`config.mk`:
```
export PLATFORM = sky130hd
export DESIGN_NAME = c_result_writer
export DESIGN_NICKNAME = d
export VERILOG_FILES = /design/src/rtl/c_result_writer.sv
export SDC_FILE = /design/constraint.sdc
export NUM_CORES = 1
export LEC_CHECK = 0
export CAP_MARGIN = 5
export CORE_MARGIN = 3
export CORE_UTILIZATION = 47
export CTS_CLUSTER_DIAMETER = 150
export DETAILED_ROUTE_END_ITERATION = 8
export GPL_TIMING_DRIVEN = 0
export PLACE_DENSITY = 0.85
export RECOVER_POWER = 50
export SYNTH_ARGS = -nofsm -noshare
export SYNTH_HDL_FRONTEND = slang
export SYNTH_SLANG_ARGS = --single-unit
export TNS_END_PERCENT = 1
```
`constraint.sdc`:
```
create_clock -name clk -period 2.98 [get_ports clk]
set_clock_uncertainty 0.1 [all_clocks]
set_input_delay 0.894 -clock clk [delete_from_list [all_inputs] [get_ports clk]]
set_output_delay 0.894 -clock clk [all_outputs]
set_load 0.01 [all_outputs]
```
`src/rtl/c_result_writer.sv`:
```
// c_result_writer: drains signed accumulator rows from the systolic array's
// output edge, scales/saturates each element to DATA_W bits and writes the
// row as N consecutive words into the output-matrix SRAM (sramC).
//
// Ports:
//   clk, rst_n           clock, async active-low reset
//   start                one-cycle pulse, begins a job when idle
//   base_addr, num_rows  job geometry, latched on start
//   psum_valid/ready     row handshake from the array (psum_data = N elements)
//   sram_en/wen/addr/d   sramC write port (wen=0 is write, never reads)
//   busy                 job in progress
//   done                 one-cycle pulse at job end

// Per-element scale: arithmetic shift, then clamp to the signed DATA_W range.
module c_result_writer_lane #(
  parameter int ACC_W  = 20,
  parameter int DATA_W = 8,
  parameter int SHIFT  = 0
) (
  input  logic [ACC_W-1:0]  acc,
  output logic [DATA_W-1:0] q
);
  localparam logic signed [ACC_W-1:0] MAXV = ACC_W'((1 << (DATA_W-1)) - 1);
  localparam logic signed [ACC_W-1:0] MINV = ACC_W'(-(1 << (DATA_W-1)));

  logic signed [ACC_W-1:0] sh;
  assign sh = $signed(acc) >>> SHIFT;

  always_comb begin
    q = sh[DATA_W-1:0];
    if (sh > MAXV)      q = {1'b0, {(DATA_W-1){1'b1}}};
    else if (sh < MINV) q = {1'b1, {(DATA_W-1){1'b0}}};
  end
endmodule

module c_result_writer #(
  parameter int N          = 4,
  parameter int ACC_W      = 20,
  parameter int SHIFT      = 0,
  parameter int ROW_STRIDE = 4,
  parameter int ADDR_W     = 11,
  parameter int DATA_W     = 8
) (
  input  logic                clk,
  input  logic                rst_n,
  input  logic                start,
  input  logic [ADDR_W-1:0]   base_addr,
  input  logic [7:0]          num_rows,
  input  logic                psum_valid,
  input  logic [N*ACC_W-1:0]  psum_data,
  output logic                psum_ready,
  output logic                sram_en,
  output logic                sram_wen,
  output logic [ADDR_W-1:0]   sram_addr,
  output logic [DATA_W-1:0]   sram_d,
  output logic                busy,
  output logic                done
);
  localparam int CW = (N > 1) ? $clog2(N) : 1;

  localparam logic [1:0] IDLE     = 2'd0;
  localparam logic [1:0] WAIT_ROW = 2'd1;
  localparam logic [1:0] WRITE    = 2'd2;
  localparam logic [1:0] DONE     = 2'd3;

  logic [1:0]                   state;
  logic [7:0]                   rows_q;
  logic [7:0]                   row_cnt;
  logic [ADDR_W-1:0]            row_base;  // base_addr + row_cnt*ROW_STRIDE, wraps silently
  logic [CW-1:0]                col;       // element currently on the SRAM port
  logic [N-1:0][DATA_W-1:0]     sat_row;
  logic [N-1:0][DATA_W-1:0]     row_buf;

  // Saturation happens on the incoming row, so the buffer only holds bytes.
  for (genvar g = 0; g < N; g++) begin : g_lane
    c_result_writer_lane #(.ACC_W(ACC_W), .DATA_W(DATA_W), .SHIFT(SHIFT)) u_lane (
      .acc (psum_data[g*ACC_W +: ACC_W]),
      .q   (sat_row[g])
    );
  end

  always_ff @(posedge clk or negedge rst_n) begin
    if (!rst_n) begin
      state      <= IDLE;
      rows_q     <= '0;
      row_cnt    <= '0;
      row_base   <= '0;
      col        <= '0;
      row_buf    <= '0;
      psum_ready <= 1'b0;
      sram_en    <= 1'b0;
      sram_wen   <= 1'b1;
      sram_addr  <= '0;
      sram_d     <= '0;
      busy       <= 1'b0;
      done       <= 1'b0;
    end else begin
      case (state)
        IDLE: if (start) begin
          row_base <= base_addr;
          rows_q   <= num_rows;
          row_cnt  <= '0;
          col      <= '0;
          busy     <= 1'b1;
          if (num_rows == 8'd0) begin
            state <= DONE;
            done  <= 1'b1;
          end else begin
            state      <= WAIT_ROW;
            psum_ready <= 1'b1;
          end
        end
        WAIT_ROW: if (psum_valid && psum_ready) begin
          // Element 0 goes straight out on the handshake edge.
          row_buf    <= sat_row;
          psum_ready <= 1'b0;
          sram_en    <= 1'b1;
          sram_wen   <= 1'b0;
          sram_addr  <= row_base;
          sram_d     <= sat_row[0];
          col        <= '0;
          state      <= WRITE;
        end
        WRITE: begin
          if (col == CW'(N-1)) begin
            sram_en  <= 1'b0;
            sram_wen <= 1'b1;
            row_cnt  <= row_cnt + 8'd1;
            row_base <= row_base + ADDR_W'(ROW_STRIDE);
            if (row_cnt + 8'd1 == rows_q) begin
              state <= DONE;
              done  <= 1'b1;
            end else begin
              state      <= WAIT_ROW;
              psum_ready <= 1'b1;
            end
          end else begin
            col       <= col + CW'(1);
            sram_addr <= row_base + ADDR_W'(col) + ADDR_W'(1);
            sram_d    <= row_buf[col + CW'(1)];
          end
        end
        default: begin  // DONE
          done  <= 1'b0;
          busy  <= 1'b0;
          state <= IDLE;
        end
      endcase
    end
  end
endmodule

```
==> run_results.csv <==
group,metric,value,unit
logic_synthesis,syn_nets,618,
hold_path,hold_class,"register to register",
place,numPortBuffers,126,
cts,cts.htree.levels,3,
drt,dr.pass1.iters,4,
global_routing,grt_first_pass_wirelength,21470,µm
status,status,"finished with violations",
setup_path,crit_arrival,2930,ps
logic_synthesis,synth_top_area_frac,0.4557,
logic_synthesis,synth_edf_count,0,
power_and_ir_drop,vdd_drop_max,0.3324,mV
drt,wl_per_cell,16.64,µm
finish,postLayoutCellArea,0.006365,mm²
timing,max_slew_margin,-0.3281,
finish,fillers,746,
setup_path,crit_fanout,10,
place,dp.cells,761,
drt,wl,12930,µm
finish,layout.nets,756,
logic_synthesis,yosys.area.top_type,"dfrtp_1",
power_and_ir_drop,internal-power,3.217,mW
logic_synthesis,ys_seq_elements,87,
floorplanning,rows,35,
cts,cts-root-buf,"clkbuf_8",
status,violations,"capacitance limit, slew limit",
finish,multi_input_area,0.002446,mm²
floorplanning,core_area,0.009503,mm²
drt,vias,4449,
cts,cts_hold_buf,0,
timing,final.setup.tns,0,ps
place,gp_congestion,0.9135,
power_and_ir_drop,pwr-share-clk,0.154,
setup_path,critical_path.startpoint,"start",
global_routing,antenna_found_initial,0,
cts,tritoncts,"done",
power_and_ir_drop,power_switching,2.026,mW
setup_path,crit_required,3120,ps
setup_path,startpoint_type,"primary input",
setup_path,criticalPathCategory,"primary input to register",
power_and_ir_drop,fin_total_pwr,5.243,mW
timing,worst_slew_pin_slew,1992,ps
place,placed_area,0.006170,mm²
finish,regArea,0.002178,mm²
finish,fin_cells,777,
global_routing,grt.overflow.total,0,
timing,slew_viol_final,34,
timing,max_freq,358.9,MHz
finish,antennaDiodeCount,0,
global_routing,track_usage,0.2348,
cts,cts-buffers-inserted,9,
finish,drive_above_1_share,0.07870,
place,pre_cts_ws,-409.9,ps
cts,clock_path_buffers,2,
setup_path,r2r_start,"state[1]$_DFFE_PN0P_",
place,hpwl,10070,µm
timing,rsz0062_at_grt,"false",
logic_synthesis,synthCells,505,
floorplanning,io_pins,127,
power_and_ir_drop,p_seq_frac,0.389,
logic_synthesis,yosysUniqueCellTypes,48,
power_and_ir_drop,power_density,823.8,mW/mm²
drt,drc,0,
floorplanning,die-area,0.01129,mm²
hold_path,hold_start,"sram_addr[2]$_DFFE_PN0P_",
drt,drtIter0Drc,220,
timing,fin_ws,194.0,ps
logic_synthesis,avgSynthCellArea,9.351,µm²
timing,fin_crit_sh,0.9349,
drt,route.antenna.remaining_nets,0,
timing,holdWs,388.4,ps
logic_synthesis,yosysSeqAreaShare,0.4613,
logic_synthesis,synth_area,0.004722,mm²
global_routing,first_global_vias,4543,
power_and_ir_drop,switching_share,0.3864,
floorplanning,die_h,106.2,µm
power_and_ir_drop,power_leakage,2.599,nW
cts,cts.clk_slew.worst_paths,90,ps
job,drv_cap,1,
cts,cts_sinks,87,
setup_path,endpoint_kind,"register",
logic_synthesis,yosys_most_used_dff,"dfrtp_1",
logic_synthesis,yosys_warnings,0,
power_and_ir_drop,power_frac_comb,0.458,
logic_synthesis,async_flop_share,1.000,
timing,setup_viol,0,
finish,fin_util,0.6698,
drt,via_per_inst,5.726,
logic_synthesis,synth_area_leaders,"dfrtp_1, o21ai_0, nand2_1, mux2_2, mux4_2",
global_routing,grt_max_degree,55,
finish,area.growth.synth_to_final,34.79,%
timing,final-hold-violation-count,0,
floorplanning,dieWidth,106.2,µm
timing,min_period,2786,ps
floorplanning,start_util,0.4969,
cts,clock_latency,370,ps
[final cells by class]
| type | count | share of cell area |
|---|---|---|
| multi-input cells | 391 | 0.3843 |
| flip-flops and latches | 87 | 0.3422 |
| repair buffers | 127 | 0.2015 |
| clock buffers | 12 | 0.02595 |
| well taps | 129 | 0.02536 |
| plain buffers | 19 | 0.01140 |
| inverters | 8 | 0.004718 |
| clock inverters | 4 | 0.004521 |
[synthesized netlist by cell type (all sizes together), types with 7 or more instances]
| cell | count |
|---|---|
| a21oi | 11 |
| and3 | 9 |
| clkbuf | 17 |
| dfrtp | 86 |
| ha | 9 |
| inv | 8 |
| mux2 | 16 |
| mux4 | 8 |
| nand2 | 81 |
| nand3 | 15 |
| nand4 | 14 |
| nor2 | 40 |
| nor2b | 8 |
| nor4 | 15 |
| o21ai | 77 |
| o31ai | 9 |
| xnor2 | 10 |
| xor2 | 7 |
[per-layer routing]
layer  wire length [µm]  vias to the layer above  track usage
met5                  0                        -            0
met4                259                        0      0.07586
met3                970                       23      0.05222
met2               6385                      160       0.3937
met1               5318                     2146       0.3027
li1                   -                     2120            -
[worst paths after layout]
check / cells after the start / slack (ps) / to
worst min register to register: 2 / 390 / sram_addr[2]$_DFFE_PN0P_
max in group asynchronous: 1 / 650 / done$_DFFE_PN0P_
worst max-delay path: 7 / 190 / row_cnt[4]$_DFFE_PN0P_
min in group asynchronous: 1 / 980 / row_buf[29]$_DFFE_PN0P_
worst min-delay path: 2 / 390 / sram_addr[2]$_DFFE_PN0P_
worst max register to register: 9 / 320 / row_cnt[4]$_DFFE_PN0P_
[what timing repair did]
item,4_1_cts,5_1_grt
setup buffers,0,0
gates resized for setup,1,0
setup endpoints to repair,3,0
[worst max-delay path, stage by stage]
cell and delay [ps]:
clkdlybuf4s50_1 610, nor2b_1 140, nor3_2 540, clkbuf_1 410, o21ai_0 160, nand2_1 100
o21ai_0 80
[state kept, by name (all words and copies together) (netlist names)]
| register | cells |
|---|---|
| sram_en | 1 |
| row_base | 11 |
| state | 2 |
| done | 1 |
| psum_ready | 1 |
| row_buf | 32 |
| row_cnt | 8 |
| sram_wen | 1 |
| busy | 1 |
| rows_q | 8 |
| col | 2 |
| sram_d | 8 |
| sram_addr | 11 |
[placed cells by master, fill, tap and decap left out, types with 9 or more instances in the layout]
| master | n |
|---|---|
| nand4_1 | 14 |
| clkbuf_1 | 18 |
| mux2_2 | 16 |
| dfrtp_1 | 86 |
| nand2_1 | 81 |
| ha_1 | 9 |
| clkdlybuf4s50_1 | 124 |
| o31ai_1 | 9 |
| o21ai_0 | 77 |
| xnor2_1 | 10 |
| clkbuf_8 | 12 |
| nor4_1 | 15 |
| nor2_1 | 40 |
| nand3_1 | 15 |
| a21oi_1 | 11 |
[power groups by stage]
stage          Clock (mW)  Combinational (mW)  Sequential [mW]
2_1_floorplan           0                1.49             2.00
3_3_place_gp            0                2.29             2.01
3_5_place_dp            0                2.39             2.05
4_1_cts             0.805                2.41             2.03
5_1_grt             0.854                2.68             2.11
6_report            0.805                2.40             2.04
[logic make-up (layout without fill, tap and decap cells)]
logic type | Yosys count | in the layout | synth area share
flip-flops | 87 | 87 | 0.4613
multiplexers | 30 | 30 | 0.08903
buffers and inverters | 27 | 170 | 0.02173
adder cells (fa/ha/maj) | 10 | 10 | 0.02809
XOR/XNOR | 17 | 17 | 0.03153
AND/OR/NAND/NOR | 209 | 209 | 0.2133
AO/OA/AOI/OAI | 125 | 125 | 0.1550
(Power assumes the default switching activity.)
